<file path="src/rtl/axi4_burst_split_if.sv">
// Request/command bundle for axi4_burst_split.
// slave: the splitter's view; master: the requester/consumer view.
interface axi4_burst_split_if #(
    parameter int ADDR_WIDTH = 32,
    parameter int CNT_WIDTH  = 16
);
    logic                  req_valid_i;
    logic                  req_ready_o;
    logic [ADDR_WIDTH-1:0] req_addr_i;
    logic [CNT_WIDTH-1:0]  req_beats_i;
    logic                  cmd_valid_o;
    logic                  cmd_ready_i;
    logic [ADDR_WIDTH-1:0] cmd_addr_o;
    logic [7:0]            cmd_len_o;
    logic [2:0]            cmd_size_o;
    logic [1:0]            cmd_burst_o;
    logic                  cmd_last_o;
    logic                  done_o;

    modport slave (
        input  req_valid_i, req_addr_i, req_beats_i, cmd_ready_i,
        output req_ready_o, cmd_valid_o, cmd_addr_o, cmd_len_o,
        output cmd_size_o, cmd_burst_o, cmd_last_o, done_o
    );

    modport master (
        output req_valid_i, req_addr_i, req_beats_i, cmd_ready_i,
        input  req_ready_o, cmd_valid_o, cmd_addr_o, cmd_len_o,
        input  cmd_size_o, cmd_burst_o, cmd_last_o, done_o
    );
endinterface

</file>
<file path="src/rtl/axi4_burst_split.sv">
// Splits a linear (addr, beats) request into AXI4 INCR commands that
// never cross 4KB nor exceed MAX_BEATS. Ports: clk_i, rst_i, bus (slave).
module axi4_burst_split #(
    parameter int ADDR_WIDTH = 32,
    parameter int DATA_BYTES = 8,
    parameter int MAX_BEATS  = 256,
    parameter int CNT_WIDTH  = 16
) (
    input  logic              clk_i,
    input  logic              rst_i,
    axi4_burst_split_if.slave bus
);
    localparam int SZ = $clog2(DATA_BYTES);

    typedef enum logic {IDLE, ISSUE} state_t;

    state_t                state_q, state_d;
    logic [ADDR_WIDTH-1:0] addr_q, addr_d;
    logic [CNT_WIDTH-1:0]  rem_q, rem_d;
    logic                  done_q, done_d;

    logic [12:0]           b4k;
    logic [12:0]           lim;
    logic [8:0]            beats;
    logic [ADDR_WIDTH-1:0] align_mask;

    // 13 bits: b4k reaches 4096 when DATA_BYTES == 1
    assign b4k = (13'd4096 - {1'b0, addr_q[11:0]}) >> SZ;
    assign lim = (b4k < 13'(MAX_BEATS)) ? b4k : 13'(MAX_BEATS);
    assign beats = (rem_q < CNT_WIDTH'(lim)) ? 9'(rem_q) : 9'(lim);
    assign align_mask = ~ADDR_WIDTH'(DATA_BYTES - 1);

    always_ff @(posedge clk_i) begin
        if (rst_i) begin
            state_q <= IDLE;
            addr_q  <= '0;
            rem_q   <= '0;
            done_q  <= 1'b0;
        end else begin
            state_q <= state_d;
            addr_q  <= addr_d;
            rem_q   <= rem_d;
            done_q  <= done_d;
        end
    end

    always_comb begin
        state_d         = state_q;
        addr_d          = addr_q;
        rem_d           = rem_q;
        done_d          = 1'b0;
        bus.req_ready_o = 1'b0;
        bus.cmd_valid_o = 1'b0;
        bus.cmd_len_o   = 8'd0;
        bus.cmd_last_o  = 1'b0;
        unique case (state_q)
            IDLE: begin
                bus.req_ready_o = 1'b1;
                if (bus.req_valid_i) begin
                    addr_d = bus.req_addr_i & align_mask;
                    rem_d  = bus.req_beats_i;
                    if (bus.req_beats_i == '0) begin
                        done_d = 1'b1;
                    end else begin
                        state_d = ISSUE;
                    end
                end
            end
            ISSUE: begin
                bus.cmd_valid_o = 1'b1;
                bus.cmd_len_o   = 8'(beats - 9'd1);
                bus.cmd_last_o  = (rem_q == CNT_WIDTH'(beats));
                if (bus.cmd_ready_i) begin
                    addr_d = addr_q + (ADDR_WIDTH'(beats) << SZ);
                    rem_d  = rem_q - CNT_WIDTH'(beats);
                    if (bus.cmd_last_o) begin
                        state_d = IDLE;
                        done_d  = 1'b1;
                    end
                end
            end
            default: state_d = IDLE;
        endcase
    end

    assign bus.cmd_addr_o  = addr_q;
    assign bus.cmd_size_o  = 3'(SZ);
    assign bus.cmd_burst_o = 2'b01;
    assign bus.done_o      = done_q;
endmodule
</file>
<file path="src/flat_wrapper.sv">
// flat-port wrapper written by rule: the top's interface ports become plain ports
module axi4_burst_split_flat 
#(
    parameter int ADDR_WIDTH = 32,
    parameter int DATA_BYTES = 8,
    parameter int MAX_BEATS  = 256,
    parameter int CNT_WIDTH  = 16
)
  (clk_i, rst_i, bus_req_valid_i, bus_req_addr_i, bus_req_beats_i, bus_cmd_ready_i, bus_req_ready_o, bus_cmd_valid_o, bus_cmd_addr_o, bus_cmd_len_o, bus_cmd_size_o, bus_cmd_burst_o, bus_cmd_last_o, bus_done_o);
  axi4_burst_split_if #(.ADDR_WIDTH(ADDR_WIDTH), .CNT_WIDTH(CNT_WIDTH)) bus_i ();
  input  logic clk_i;
  input  logic rst_i;
  input wire logic [$bits(bus_i.req_valid_i)-1:0] bus_req_valid_i;
  input wire logic [$bits(bus_i.req_addr_i)-1:0] bus_req_addr_i;
  input wire logic [$bits(bus_i.req_beats_i)-1:0] bus_req_beats_i;
  input wire logic [$bits(bus_i.cmd_ready_i)-1:0] bus_cmd_ready_i;
  output wire logic [$bits(bus_i.req_ready_o)-1:0] bus_req_ready_o;
  output wire logic [$bits(bus_i.cmd_valid_o)-1:0] bus_cmd_valid_o;
  output wire logic [$bits(bus_i.cmd_addr_o)-1:0] bus_cmd_addr_o;
  output wire logic [$bits(bus_i.cmd_len_o)-1:0] bus_cmd_len_o;
  output wire logic [$bits(bus_i.cmd_size_o)-1:0] bus_cmd_size_o;
  output wire logic [$bits(bus_i.cmd_burst_o)-1:0] bus_cmd_burst_o;
  output wire logic [$bits(bus_i.cmd_last_o)-1:0] bus_cmd_last_o;
  output wire logic [$bits(bus_i.done_o)-1:0] bus_done_o;
  assign bus_i.req_valid_i = bus_req_valid_i;
  assign bus_i.req_addr_i = bus_req_addr_i;
  assign bus_i.req_beats_i = bus_req_beats_i;
  assign bus_i.cmd_ready_i = bus_cmd_ready_i;
  assign bus_req_ready_o = bus_i.req_ready_o;
  assign bus_cmd_valid_o = bus_i.cmd_valid_o;
  assign bus_cmd_addr_o = bus_i.cmd_addr_o;
  assign bus_cmd_len_o = bus_i.cmd_len_o;
  assign bus_cmd_size_o = bus_i.cmd_size_o;
  assign bus_cmd_burst_o = bus_i.cmd_burst_o;
  assign bus_cmd_last_o = bus_i.cmd_last_o;
  assign bus_done_o = bus_i.done_o;
  axi4_burst_split #(.ADDR_WIDTH(ADDR_WIDTH), .DATA_BYTES(DATA_BYTES), .MAX_BEATS(MAX_BEATS), .CNT_WIDTH(CNT_WIDTH)) u_core (.clk_i(clk_i), .rst_i(rst_i), .bus(bus_i));
endmodule
</file>
<file path="config.mk">
export PLATFORM = sky130hd
export DESIGN_NAME = axi4_burst_split_flat
export DESIGN_NICKNAME = d
export VERILOG_FILES = /design/src/rtl/axi4_burst_split_if.sv /design/src/rtl/axi4_burst_split.sv /design/src/flat_wrapper.sv
export SDC_FILE = /design/constraint.sdc
export NUM_CORES = 1
export LEC_CHECK = 0
export CORE_ASPECT_RATIO = 0.6
export CORE_MARGIN = 5
export CORE_UTILIZATION = 30
export CTS_CLUSTER_DIAMETER = 50
export DETAILED_ROUTE_END_ITERATION = 16
export PLACE_DENSITY = 0.52
export SETUP_SLACK_MARGIN = 0.05
export SLEW_MARGIN = 10
export SYNTH_ARGS = -nofsm -noshare
export SYNTH_HDL_FRONTEND = slang
export SYNTH_SLANG_ARGS = --single-unit
</file>
<file path="constraint.sdc">
create_clock -name clk_i -period 9.3 [get_ports clk_i]
set_input_delay 1.86 -clock clk_i [delete_from_list [all_inputs] [get_ports clk_i]]
set_output_delay 1.86 -clock clk_i [all_outputs]
set_load 0.01 [all_outputs]
</file>
# ---- Yosys cells after proc, flatten, opt, wreduce, memory -nomap -nowiden
# Cells that the tools add are included.
dict set report totals {
  ff_bits 50
  in_bits 52
}
dict set report classes {
  n_mux 22
  add_sub_neg 4
  n_lt_le_gt_ge 2
  bitwise_logic 1
  n_eq_ne 3
  reduce_logical 2
}
# operator count
set ops {}
lappend ops {{two-way mux 32 bit} 2}
lappend ops {{one-hot mux 32 bit (2 select lines)} 1}
lappend ops {{adder 32 x 12 -> 32 bit} 1}
lappend ops {{two-way mux 16 bit} 2}
lappend ops {{one-hot mux 16 bit (2 select lines)} 1}
lappend ops {{== test 16 x 9 -> 1 bit} 1}
lappend ops {{logical NOT 16 bit} 1}
lappend ops {{< comparator 16 x 13 -> 1 bit} 1}
lappend ops {{subtractor 16 x 9 -> 16 bit} 1}
lappend ops {{subtractor 13 x 12 -> 13 bit (first input constant)} 1}
lappend ops {{two-way mux 1 bit} 11}
lappend ops {{< comparator 10 x 9 -> 1 bit (second input constant)} 1}
lappend ops {{two-way mux 10 bit} 1}
lappend ops {{two-way mux 9 bit} 1}
lappend ops {{two-way mux 8 bit} 1}
lappend ops {{subtractor 8 x 1 -> 8 bit (second input constant)} 1}
lappend ops {{inequality test 2 bit (second input constant)} 2}
lappend ops {{one-hot mux 1 bit (2 select lines)} 2}
lappend ops {{AND reduction 2 bit} 1}
lappend ops {{NOT 1 bit} 1}

# ---- Longest topological paths before layout
dict set report logic_depth {
  ltp_word 9
  mapped_depth 26
}

# ---- Worst setup path after synthesis
# OpenSTA, ideal clock, no wires.
dict set report synth_timing {
  path_kind {register -> output}
  startpoint {reg u_core.addr_q[3], in the netlist u_core.bus.cmd_addr_o[3]}
  endpoint {out bus_cmd_last_o}
  t_required_ns 7.440
  path_stages_with_launch 18
  path_slack_ns 2.847
  arrival_time_ns 4.593
  path_buffers 1
  path_cell_list {dfxtp_1 > inv_1 > ha_1 > or3b_4 > nor4b_4 > a31oi_1 > ha_1 > a21oi_1 > o21ai_0 > a311oi_1 > nand2_1 > mux2i_1 > ha_1 > clkbuf_1 > nand2_1 > nor3_1 > nand3_1 > a21oi_1}
}
dict set report synth_via {
  elab_chain_cells 7
}
# element line
set synth_rtl {}
lappend synth_rtl {{start: declaration} axi4_burst_split.sv:18} ;# logic [ADDR_WIDTH-1:0] addr_q, addr_d;
lappend synth_rtl {{start signal: assignment} axi4_burst_split.sv:41} ;# addr_q <= addr_d;
lappend synth_rtl {{subtractor 13 x 12 -> 13 bit (*)} axi4_burst_split.sv:28} ;# assign b4k = (13'd4096 - {1'b0, addr_q[11:0]}) >> SZ;
lappend synth_rtl {{< comparator 10 x 9 -> 1 bit} axi4_burst_split.sv:29} ;# assign lim = (b4k < 13'(MAX_BEATS)) ? b4k : 13'(MAX_BEATS);
lappend synth_rtl {{two-way mux 10 bit (*)} axi4_burst_split.sv:29}
lappend synth_rtl {{< comparator 16 x 13 -> 1 bit} axi4_burst_split.sv:30} ;# assign beats = (rem_q < CNT_WIDTH'(lim)) ? 9'(rem_q) : 9'(lim);
lappend synth_rtl {{two-way mux 9 bit (*)} axi4_burst_split.sv:30}
lappend synth_rtl {{== test 16 x 9 -> 1 bit (*)} axi4_burst_split.sv:72} ;# bus.cmd_last_o = (rem_q == CNT_WIDTH'(beats));
lappend synth_rtl {{two-way mux 1 bit (*)} axi4_burst_split.sv:56} ;# unique case (state_q)
lappend synth_rtl {{end: declaration} flat_wrapper.sv:23} ;# output wire logic [$bits(bus_i.cmd_last_o)-1:0] bus_cmd_last_o;
# Every way passes the cells marked *; elsewhere a longest branch is shown, timed or not.

# ---- Final worst setup path
# Same ends and word-level chain as after synthesis.

==> reports/summary.txt <==
Core area - 0.0137 mm2
Worst endpoint required time - 7440 ps
Htree depth - 2
Simple logic cell fraction of the synthesized area - 25.3%
Max-Cap Viols - 0
Post-DP Area - 0.00526 mm2
Sequential share of the synthesized area - 22.3%
Slew @ Worst Pin - 937 ps
Post-route ant nets - 0
Cell area after layout - 0.00541 mm2
CTS tree - yes
Hold_buf cts - 0
Largest net degree at the start of global routing - 49
Row count - 33
Routability Congestion - 0.898
Complex-gate fraction of the synthesized area - 29.0%
Final setup viols - 0
Vias in the first global route - 4,234
Critical Path Source Type - register
Largest family of logic cells by synthesized area - compound AO/OA/AOI/OAI gates
Post-synthesis mux area share - 3.35%
Clock buffer count from CTS - 5
Fillers - 1,420
Share of layout cells above drive strength 1 - 5.99%
Top FF cell, synth - dfxtp_1
Crit path time final - 8030 ps
Distinct cells, synth - 75
Crit path setup slack, layout - 1270 ps
Post-synth EDFFs - 0
Final core occ - 39.5%
Buffers added on ports - 89
Achievable Freq - 124 MHz
Io pins - 101
Die area - 0.0166 mm2
Place WS - 1640 ps
Overall power - 1.02 mW
DIE WIDTH - 163 um
Drt total wl - 15.1 mm
Adder-cell share of the synthesized area - 8.65%
Worst clock skew - 11.2 ps
P&R area growth vs syn - 28.2%
GR Util All Layers - 17.8%
Final cell count without fillers - 826
Via Count - 4,561
Syn_area_per_cell - 7.54 um2
CTS clk-pin slew, worst paths - 80 ps
RSZ-0062 raised after global routing - false
Worst hold slack - 511 ps
Grt ovf - 0
Period utilization - 86.4%
DR WL/cell - 18.3 um
Initial Util - 30.8%
CP Max Fanout - 10
HPWL Detailed - 11.4 mm
DRT Pass-1 Iters - 5
Via-to-Cell Ratio - 5.52
CTS max path bufs - 2
# nets final - 707
Crit path DAT - 6170 ps
Lkg Pwr - 2.03 nW
CTS root buf - clkbuf_16
Die Ht - 102 um
Number of synthesized register bits - 47
Pwr dens - 188 mW/mm2
VDD IR-drop max - 0.0738 mV
Max-slew violation count - 0
CTS Sinks - 47
Hold Crit Class - reg2reg
Area of the mapped netlist - 0.00422 mm2
Dpl cells - 818
Hold Fails Final Rpt - 0
Post_cts resized - 0
Crit Path Class - reg2out
Post-CTS setup buffers - 0
Worst-skew pair later-pin latency - 300 ps
Initial antenna violation count - 0
Post-Synth XOR/XNOR Area - 4.98%
Drt drc - 0
Max_slew headroom - 37.3%
First-pass GRT wire length - 23.7 mm
YS warnings - 0
Setup TNS - 0 ps
Drt first-iter violations - 376
Commonest non-fill, non-tap cells in the layout - clkdlybuf4s50_1, nor2_1, dfxtp_1
Commonest non-fill, non-tap cell in the layout - clkdlybuf4s50_1
Async SR Flop Fraction - 0%
Antenna diodes - 0
Post-Synthesis Cells - 560
Worst Setup End Kind - output port
Status - finished clean
[sequential cells by signal, summed over array words and instances (netlist names)]
name                   flops
u_core.state_q             1
u_core.bus.cmd_addr_o     29
u_core.rem_q              16
u_core.bus.done_o          1
[layer usage]
metal / share of wire (%) / wire length, um / global-route usage (%)
met5: 0 / 0 / 0
met4: 1.1 / 171 / 3.03
met3: 7.2 / 1090 / 3.22
met2: 37 / 5640 / 24.4
met1: 54 / 8240 / 28.7
[kinds of logic (layout without fill, tap and decap cells)]
kind of cell / after synthesis / after routing
simple gates: 209 / 209
compound gates: 174 / 174
buf+inv: 60 / 127
flops: 47 / 47
fa+ha+maj: 30 / 30
xor+xnor: 24 / 24
mux: 14 / 14
other cells: 2 / 9
[worst max-delay path: stages, from the launching register on]
cell and delay, ps:
dfxtp_1 410, inv_1 150, ha_1 180, or3b_4 410, nor4b_4 460, a31oi_1 240
ha_1 400, nand4_1 130, or4_1 560, a211o_1 380, nand2_1 370, mux2i_1 490
ha_1 340, nand2_1 120, nor3_1 180, nand3_1 120, a21oi_1 320, clkdlybuf4s50_1 600
[area by class of cell]
cell class                      instances  area [um2]  area share, %
Inverter                               23        86.3           1.60
Tap cell                              192         240           4.44
Sequential cell                        47         941           17.4
Timing Repair Buffer                   96         943           17.4
Clock buffer                            6         139           2.57
Multi-Input combinational cell        460        3040           56.3
Clock inverter                          2        16.3          0.301
[final timing paths]
path / start / endpoint / slack (ps) / cells after the start
worst max-delay path: u_core.bus.cmd_addr_o[3] / bus_cmd_last_o / 1270 / 17
worst min-delay path: u_core.rem_q[13] / u_core.rem_q[13] / 510 / 1
worst max register to register: u_core.bus.cmd_addr_o[3] / u_core.rem_q[6] / 2690 / 22
worst min register to register: u_core.rem_q[13] / u_core.rem_q[13] / 510 / 1
[Yosys cell counts, types with 6 or more instances]
cell type / n / area, um2
inv_1: 22 / 82.6
and3_1: 9 / 56.3
clkbuf_1: 22 / 82.6
nor4_1: 12 / 75.1
nand3_1: 15 / 75.1
o21ai_0: 27 / 135
a211oi_1: 22 / 165
a21o_1: 7 / 52.6
maj3_1: 6 / 60.1
dfxtp_1: 47 / 941
a2111oi_0: 8 / 70.1
buf_4: 9 / 67.6
nor3_1: 16 / 80.1
a311oi_1: 7 / 61.3
mux2i_1: 13 / 130
xnor2_1: 15 / 131
nor2_1: 74 / 278
ha_1: 21 / 263
xor2_1: 9 / 78.8
a21oi_1: 32 / 160
a31oi_1: 12 / 75.1
nand2_1: 45 / 169
and2_1: 6 / 37.5
[power breakdown]
part	internal [mW]	switching [mW]
clock	0.108	0.0924
combinational	0.240	0.315
sequential	0.223	0.0407
(Power assumes the default switching activity.)
==> edit, RTL diff (same flow settings) <==
`ADDR_WIDTH` is set to 32 in 3 places; all go to 16.
--- a/src/rtl/axi4_burst_split_if.sv
+++ b/src/rtl/axi4_burst_split_if.sv
@@ -3,3 +3,3 @@
 interface axi4_burst_split_if #(
-    parameter int ADDR_WIDTH = 32,
+    parameter int ADDR_WIDTH = 16,
     parameter int CNT_WIDTH  = 16
--- a/src/rtl/axi4_burst_split.sv
+++ b/src/rtl/axi4_burst_split.sv
@@ -3,3 +3,3 @@
 module axi4_burst_split #(
-    parameter int ADDR_WIDTH = 32,
+    parameter int ADDR_WIDTH = 16,
     parameter int DATA_BYTES = 8,
--- a/src/flat_wrapper.sv
+++ b/src/flat_wrapper.sv
@@ -3,3 +3,3 @@
 #(
-    parameter int ADDR_WIDTH = 32,
+    parameter int ADDR_WIDTH = 16,
     parameter int DATA_BYTES = 8,
Interface: changed (resized bus_cmd_addr_o and bus_req_addr_i); port bits go from 101 to 69. The function was not compared with the original's and may differ.
==> edit against the original RTL <==
Final cell count is 17% lower. Cell area is 19% lower. Setup slack better by 95 ps. Sequential share of layout area is 3.2 points lower. Hold slack better by 41 ps. Area after synthesis is 16% lower. Count of clock-buffer cells in the layout is 1 lower. Maximum frequency is 1.2% higher. Power is 8.5% lower. Sequential cell count is 16 lower. Routed wire length is 16% lower.
==> edit: results (changes against the original RTL) <==
* Hold Path Cell Cnt at 2 (was 1)
* Fmax at 126 MHz (was 124 MHz)
* First-pass GRT wire length at 19,200 microns (was 23,700 microns)
* Hold EP: u_core.bus.cmd_addr_o[13]$_SDFFE_PP0P_ (was u_core.rem_q[13]$_SDFFE_PP0P_)
* I/O Buffers at 57 (was 89)
* Post-synthesis sequential area ratio at 17.6% (was 22.3%)
* Pre-CTS setup slack at 1770 ps (was 1640 ps)
* Maximum VDD drop at 0.0833 mV (was 0.0738 mV)
* Placed wire-length estimate at 9430 microns (was 11,400 microns)
* Synth cell count leaders: nor2_1 (61), nand2_1 (40), dfxtp_1 (31), a21oi_1 (25), ha_1 (25) (was nor2_1 (74), dfxtp_1 (47), nand2_1 (45), a21oi_1 (32), o21ai_0 (27))
* Adder-cell share of the synthesized area at 10.3% (was 8.65%)
* Reg2Reg Setup Slack at 3060 ps (was 2690 ps)
* DRT iter0 DRCs at 282 (was 376)
* Arrival time worst endpoint at 6080 ps (was 6170 ps)
* Largest net degree at the start of global routing at 33 (was 49)
* Vias per inst at 5.58 (was 5.52)
* Post-Synth XOR/XNOR Area at 3.97% (was 4.98%)
* Critical path peak fanout at 21 (was 10)
* Netlist cell types at 77 (was 75)
* Share of cells above drive strength 1 at 6.88% (was 5.99%)
* Final nets at 584 (was 707)
* Yosys top cell area share at 17.6% (was 22.3%)
* Skew final at 3.15 ps (was 11.2 ps)
* Hold path start: u_core.bus.cmd_addr_o[13]$_SDFFE_PP0P_ (was u_core.rem_q[13]$_SDFFE_PP0P_)
* Post-synthesis mux area share at 4.40% (was 3.35%)
* Cell Area, Placed at 0.00419 sq mm (was 0.00526 sq mm)
* Min Hold Slack at 552 ps (was 511 ps)
* R2R depth at 24 (was 22)
* Vias in the first global route at 3,432 (was 4,234)
* Clock group share of total power at 21.1% (was 19.7%)
* Worst-path clk slew at 60 ps (was 80 ps)
* Seq. pwr at 188 uW (was 264 uW)
* GRT Total Usage at 17.6% (was 17.8%)
* Status: finished clean (unchanged)
* Top area cells in the synthesized netlist: dfxtp_1 (18%), ha_1 (8.9%), nor2_1 (6.5%) (was dfxtp_1 (22%), nor2_1 (6.6%), ha_1 (6.2%))
* Psw at 429 uW (was 448 uW)
* Leak pwr at 1.75 nW (was 2.03 nW)
* Worst Tran Pin Value at 1220 ps (was 937 ps)
## edit: layout make-up
class                      instances  area, sq um
inverter                          24         90.1
timing repair buffer              61          601
tap                              160          200
clock buffer                       5          125
clock inverter                     3         43.8
multi-input combinational        399         2680
sequential                        31          621
fill                            1204         7050
## edit: critical path: stages, from the launching register on
cell and delay (ps):
dfxtp_1 540, inv_1 110, ha_1 240, nor4b_2 190, a21boi_1 520, o21ai_2 220
ha_1 340, a21oi_1 140, o21bai_1 80, a211oi_1 380, o21a_1 670, nand2_1 100
o21ai_0 230, inv_1 110, ha_1 400, nand2_1 110, nor3_1 260, nand3_1 110
nor4b_1 410, clkdlybuf4s50_1 630
## edit: metal layers
metal / part of all wire [%] / global-route usage, % / up-vias / wire [microns]
met1: 52 / 27.2 / 1799 / 6520
met2: 39 / 23.8 / 151 / 4900
met4: 0.59 / 3.04 / 0 / 75
met5: 0 / 0 / - / 0
li1: - / - / 1855 / -
met3: 9.1 / 4.73 / 8 / 1150
